`config.mk`:
```
export PLATFORM = sky130hd
export DESIGN_NAME = fxp_dequant_stream
export DESIGN_NICKNAME = d
export VERILOG_FILES = /design/src/rtl/fxp_pkg.sv /design/src/rtl/fxp_mul_shift_sat.sv /design/src/rtl/fxp_dequant_stream.sv
export SDC_FILE = /design/constraint.sdc
export NUM_CORES = 1
export LEC_CHECK = 0
export CORE_MARGIN = 3
export CORE_UTILIZATION = 59
export DETAILED_ROUTE_END_ITERATION = 16
export GPL_TIMING_DRIVEN = 0
export PLACE_DENSITY = 0.81
export SYNTH_ARGS = -nofsm -noshare
export SYNTH_HDL_FRONTEND = slang
export SYNTH_SLANG_ARGS = --single-unit
```
`constraint.sdc`:
```
create_clock -name clk -period 6.5 [get_ports clk]
set_input_delay 1.3 -clock clk [delete_from_list [all_inputs] [get_ports clk]]
set_output_delay 1.3 -clock clk [all_outputs]
set_load 0.02 [all_outputs]
```
`src/rtl/fxp_pkg.sv`:
```
// Shared fixed-point helpers.
//   SAT_CNT_W  : width of saturation event counters
//   nch_w()    : index width for a table of n entries (at least 1 bit)
//   sat_signed : clamp a wide signed value to the range of a narrower signed width
package fxp_pkg;

  localparam int SAT_CNT_W = 16;

  function automatic int nch_w(input int n);
    return (n > 1) ? $clog2(n) : 1;
  endfunction

  // Clamp to [-2^(width-1), 2^(width-1)-1]. The result is still 64 bits wide;
  // the caller slices the low 'width' bits.
  function automatic logic signed [63:0] sat_signed(input logic signed [63:0] value,
                                                    input int width);
    logic signed [63:0] max_v;
    logic signed [63:0] min_v;
    max_v = (64'sd1 <<< (width - 1)) - 64'sd1;
    min_v = -(64'sd1 <<< (width - 1));
    if (value > max_v) begin
      return max_v;
    end else if (value < min_v) begin
      return min_v;
    end else begin
      return value;
    end
  endfunction

endpackage

```
`src/rtl/fxp_mul_shift_sat.sv`:
```
// Combinational multiply, arithmetic left shift, saturate.
//   d_i    : signed operand (DW bits)
//   mult_i : signed multiplier (MW bits)
//   y_o    : saturated result (NOUT bits)
//   sat_o  : high when the shifted product fell outside the NOUT range
// The product is shifted at full width, so no bits are lost before saturation.
// DW + MW + SHIFT must not exceed 63.
module fxp_mul_shift_sat
  import fxp_pkg::*;
#(
  parameter int DW    = 9,
  parameter int MW    = 16,
  parameter int SHIFT = 7,
  parameter int NOUT  = 32
) (
  input  logic signed [DW-1:0]   d_i,
  input  logic signed [MW-1:0]   mult_i,
  output logic signed [NOUT-1:0] y_o,
  output logic                   sat_o
);

  localparam int PW = DW + MW;

  logic signed [PW-1:0] prod;
  logic signed [63:0]   wide;
  logic signed [63:0]   clamped;

  assign prod    = d_i * mult_i;
  assign wide    = $signed({{(64 - PW){prod[PW-1]}}, prod}) <<< SHIFT;
  assign clamped = sat_signed(wide, NOUT);
  assign y_o     = clamped[NOUT-1:0];
  assign sat_o   = (clamped != wide);

endmodule

```
`src/rtl/fxp_dequant_stream.sv`:
```
// Streaming dequantizer: out = sat((in_data - zp) * mult[ch] <<< SHIFT).
//   clk, rst            : clock, synchronous active-high reset
//   in_valid/in_ready   : input stream handshake; in_data, zp, in_last qualify a beat
//   cfg_we/addr/mult    : per-channel multiplier table write port (never stalls)
//   out_valid/out_ready : output stream handshake; out_data, out_ch, out_last, out_sat
//   sat_cnt / sat_clr   : count of delivered saturated beats (sticky at max) / clear
//
// Handshake: a beat transfers on a cycle where valid && ready at the rising edge.
// The producer holds its payload stable while valid && !ready. in_ready depends
// only on registered state and out_ready: adv2 = !out_valid || out_ready,
// adv1 = !s1_valid || adv2, in_ready = adv1.
//
// Two register stages: S1 holds (in_data - zp) at NIN+1 bits plus the channel's
// multiplier; S2 is the output register, loaded from the multiply/shift/saturate.
module fxp_dequant_stream
  import fxp_pkg::*;
#(
  parameter int NIN    = 8,
  parameter int NOUT   = 32,
  parameter int MULT_W = 16,
  parameter int SHIFT  = 7,
  parameter int NCH    = 4,
  localparam int CH_W  = nch_w(NCH)
) (
  input  logic                   clk,
  input  logic                   rst,
  input  logic                   in_valid,
  output logic                   in_ready,
  input  logic signed [NIN-1:0]  in_data,
  input  logic                   in_last,
  input  logic signed [NIN-1:0]  zp,
  input  logic                   cfg_we,
  input  logic [CH_W-1:0]        cfg_addr,
  input  logic signed [MULT_W-1:0] cfg_mult,
  output logic                   out_valid,
  input  logic                   out_ready,
  output logic signed [NOUT-1:0] out_data,
  output logic [CH_W-1:0]        out_ch,
  output logic                   out_last,
  output logic                   out_sat,
  output logic [SAT_CNT_W-1:0]   sat_cnt,
  input  logic                   sat_clr
);

  logic signed [MULT_W-1:0] mult_q [NCH];
  logic [CH_W-1:0]          ch_q;

  logic                     s1_valid_q;
  logic signed [NIN:0]      s1_d_q;
  logic signed [MULT_W-1:0] s1_mult_q;
  logic [CH_W-1:0]          s1_ch_q;
  logic                     s1_last_q;

  logic                     adv1, adv2, accept;
  logic signed [NIN:0]      d_in;
  logic signed [NOUT-1:0]   y;
  logic                     y_sat;

  assign adv2     = !out_valid || out_ready;
  assign adv1     = !s1_valid_q || adv2;
  assign in_ready = adv1;
  assign accept   = in_valid && adv1;

  assign d_in = $signed({in_data[NIN-1], in_data}) - $signed({zp[NIN-1], zp});

  // Multiplier table. A beat entering S1 on the same edge as a write reads the
  // previous entry because both are sampled before the edge updates mult_q.
  always_ff @(posedge clk) begin
    if (rst) begin
      for (int i = 0; i < NCH; i++) mult_q[i] <= MULT_W'(1);
    end else if (cfg_we) begin
      mult_q[cfg_addr] <= cfg_mult;
    end
  end

  // Channel counter: in_last forces the next beat back to channel 0.
  always_ff @(posedge clk) begin
    if (rst) begin
      ch_q <= '0;
    end else if (accept) begin
      if (in_last || ch_q == CH_W'(NCH - 1)) ch_q <= '0;
      else                                    ch_q <= ch_q + 1'b1;
    end
  end

  // Stage 1
  always_ff @(posedge clk) begin
    if (rst) begin
      s1_valid_q <= 1'b0;
      s1_d_q     <= '0;
      s1_mult_q  <= '0;
      s1_ch_q    <= '0;
      s1_last_q  <= 1'b0;
    end else if (adv1) begin
      s1_valid_q <= accept;
      if (accept) begin
        s1_d_q    <= d_in;
        s1_mult_q <= mult_q[ch_q];
        s1_ch_q   <= ch_q;
        s1_last_q <= in_last;
      end
    end
  end

  fxp_mul_shift_sat #(
    .DW   (NIN + 1),
    .MW   (MULT_W),
    .SHIFT(SHIFT),
    .NOUT (NOUT)
  ) u_mss (
    .d_i   (s1_d_q),
    .mult_i(s1_mult_q),
    .y_o   (y),
    .sat_o (y_sat)
  );

  // Stage 2 / output register. Payload only changes when adv2, so it is held
  // while out_valid && !out_ready.
  always_ff @(posedge clk) begin
    if (rst) begin
      out_valid <= 1'b0;
      out_data  <= '0;
      out_ch    <= '0;
      out_last  <= 1'b0;
      out_sat   <= 1'b0;
    end else if (adv2) begin
      out_valid <= s1_valid_q;
      if (s1_valid_q) begin
        out_data <= y;
        out_ch   <= s1_ch_q;
        out_last <= s1_last_q;
        out_sat  <= y_sat;
      end
    end
  end

  // Saturation counter; clear wins over a same-cycle increment.
  always_ff @(posedge clk) begin
    if (rst || sat_clr) begin
      sat_cnt <= '0;
    end else if (out_valid && out_ready && out_sat && sat_cnt != '1) begin
      sat_cnt <= sat_cnt + 1'b1;
    end
  end

endmodule
```
==> run metrics <==
Critical Path RT slightly below 7000 ps; CTS Buffer Depth 2; Post-CTS Setup Repair Bufs 0; total power roughly 2.6 mW; nature of the critical path endpoint flop; commonest cells after routing, fill and taps aside 147 x nand2_1, 145 x and2_1, 120 x fa_1, 106 x inv_1, 85 x clkdlybuf4s50_1; CP bufs+invs 5; leading cell type in the layout, fill and taps excluded nand2_1; CTS sink cnt 140; Root Buffer clkbuf_16; CTS Buf Count 17; R2R setup slack slightly above 300 ps; All-Layer GR Usage 26.7%; post-synth cell types 63; Internal 1.78 mW; FFs w/ async S/R, synth 0%; worst vdd ir 303 µV; Hold Crit Class flop to flop; Max-Cap Viols 0; routed via count a little under 8,000; Post-Syn Area per Cell roughly 10 µm²; pwr dens about 210 mW/mm²; GR Overflow Total 0; Layout Skew ~13 ps; antenna viol nets, final 0; Tcrit/Tclk final between 90 and 100%; n_diodes 0; setup tns final 0 ps; combinational fraction of design power 24.8%; Post-CTS Hold Fix Bufs 0; global-route wire length before repair 40,900 µm; Initial Utilization 60.7%; GP Congestion just under 0.9; boundary pin count 95; Critical-path top delay cell fa_1; cts repair resizes 0; H-tree depth 4; area delta synth->final 16.5%; pin count of the biggest net entering global routing 17; Yosys warnings 0; Lkg Pwr around 5.6 nW; startpoint types flop; Pre-Repair DR Iteration Count 5; final instance area roughly 0.012 mm²; CTS tree yes; number of synthesized flops with an enable pin 64; Reg clk slew, reported paths approximately 60 ps; largest stage delay on the critical path around 530 ps; Fill cells 1,254; Slew HR 39.8%; crit path DAT 6480 ps; core area between 0.015 and 0.02 mm²; #FFs+latches synth 140; switching share of power about a third; dpl cell area between 0.01 and 0.015 mm²; WS Path Type flop to flop; Total Routed Length 25,300 µm; initial antenna violation count 0; Highest Clock Rate 0.162 GHz; final hold violations 0; Setup violations, final 0; main flop type after synthesis dfxtp_1; Largest delay share family, worst path adder cells; Post-Syn Instances approximately 1,000; post-DR wirelength/cell about 18 µm; vias in the first global route a little over 8,000; status completed; Post-Layout Cell Count 1,386; clock share of power a little under two fifths; chip width about 140 µm; final-report max-slew violation count 0; Die Span Y ~140 µm; RSZ-0062 raised after global routing no; final net count ~1,400; Critical Path Start s1_d_q[0]; measured slew at the worst slew-check pin ~900 ps; DRC errors left 0; post-synthesis sequential area ratio approximately a third; dpl cells roughly 1,400; Core Rows 48; Psw approximately 0.86 mW; worst-skew pair later-pin latency ~430 ps; critical path cell sequence clkbuf_1 > clkbuf_1 > nand2_1 > fa_1 > inv_1 > fa_1 > ha_1 > inv_1 > fa_1 > inv_1 > ha_1 > ha_1 > fa_1 > a211o_2 > a21oi_1 > o211ai_1 > a21oi_1 > a21oi_1 > xnor2_1 > a21oi_1; worst r2r src s1_d_q[0]; Reg power frac a little under two fifths; minimum clock period slightly above 6000 ps; HPWL Detailed roughly 19,000 µm; mapped cell area approximately 0.011 mm²; DR iter-0 viols between 500 and 600; worst-path fanout max 10; Die ar. 0.0196 mm²; critical hold path startpoint out_data[17]; share of cells above drive strength 1 under 10%; Vias/cell 5.58; # port buffers 85
[sequential cells by signal, indices dropped and copies added, names as in the netlist]
name and count:
mult_q 64, out_data 25, s1_mult_q 16, sat_cnt 16, s1_d_q 9, ch_q 2, out_ch 2, s1_ch_q 2
out_last 1, out_valid 1, s1_last_q 1, s1_valid_q 1
[final timing paths]
| kind | end | cells after the start |
|---|---|---|
| max | out_data[30] | 20 |
| max reg2reg | out_data[30] | 20 |
| min reg2reg | out_data[17] | 2 |
| min | out_data[17] | 2 |
[per-stage QoR]
| stage | setup slack, ps | utilization (%) | hold WS (ps) |
|---|---|---|---|
| floorplan | 1280 | - | 432 |
| finish | 310 | 70.7 | 450 |
| detailed placement | 427 | 67.3 | 443 |
| CTS | 386 | 70.7 | 452 |
| global placement | 514 | 67.3 | 439 |
| global route | 94.9 | 70.7 | 476 |
[synth_stat cells (all sizes together), types with 3 or more instances]
master  count  area share [%]
edfxtp     64              18
buf        16            0.98
o21a        3            0.21
o21ai      10            0.47
mux4       16             3.4
nor3        9            0.47
or2         3            0.18
clkbuf     50             1.8
nand2b      9            0.53
or4         3            0.21
a21boi      4            0.28
nand4       4            0.24
nor3b       3            0.21
nand2     147             5.2
a21oi      61             3.0
a211oi      9            0.73
nor2       37             1.3
xnor2      13             1.1
fa        120              23
and2      146             8.6
o21bai      3            0.25
nor2b       7            0.41
inv       106             3.7
a21o        9            0.70
nand3      14            0.66
and3        4            0.27
dfxtp      76              14
ha         61             7.2
o211ai      3            0.21
[tightest hold or removal path: stages (launching register included)]
cell and delay, ps:
dfxtp_1 310, nand2_1 50, a21oi_1 50
[cell type report]
cell class	count	area, µm²	area share [%]
Multi-Input combinational cell	731	6500	52.6
Sequential cell	140	3440	27.8
Timing Repair Buffer	85	851	6.88
Clock buffer	18	450	3.64
Inverter	107	402	3.25
Buffer	66	292	2.36
Tap cell	225	282	2.28
Clock inverter	14	145	1.17
[per-layer routing]
layer  global-route usage (%)  wire, µm
met1                     34.3     10300
met2                     44.8     12300
met3                     5.60      1910
met4                     10.1       756
met5                        0         0
[kinds of logic (layout without fill, tap and decap cells)]
| group | after synthesis | after routing | synth area share [%] |
|---|---|---|---|
| buffers and inverters | 173 | 290 | 6.53 |
| adders and majority gates | 181 | 181 | 29.8 |
| and+or+nand+nor | 392 | 392 | 18.7 |
| AOI/OAI and AO/OA | 118 | 118 | 7.68 |
| muxes | 17 | 17 | 3.49 |
| other | 1 | 8 | 0.0353 |
| xor gates and xnor gates | 15 | 15 | 1.24 |
| DFF | 140 | 140 | 32.5 |
[power by group through the flow]
stage,Sequential [mW],Clock (mW),Combinational [mW]
6_report,1.00,0.979,0.656
5_1_grt,1.01,1.01,0.735
4_1_cts,1.00,0.988,0.656
3_5_place_dp,1.02,0,0.646
3_3_place_gp,1.02,0,0.630
2_1_floorplan,1.03,0,0.446
Power figures use the tool's default switching activity.
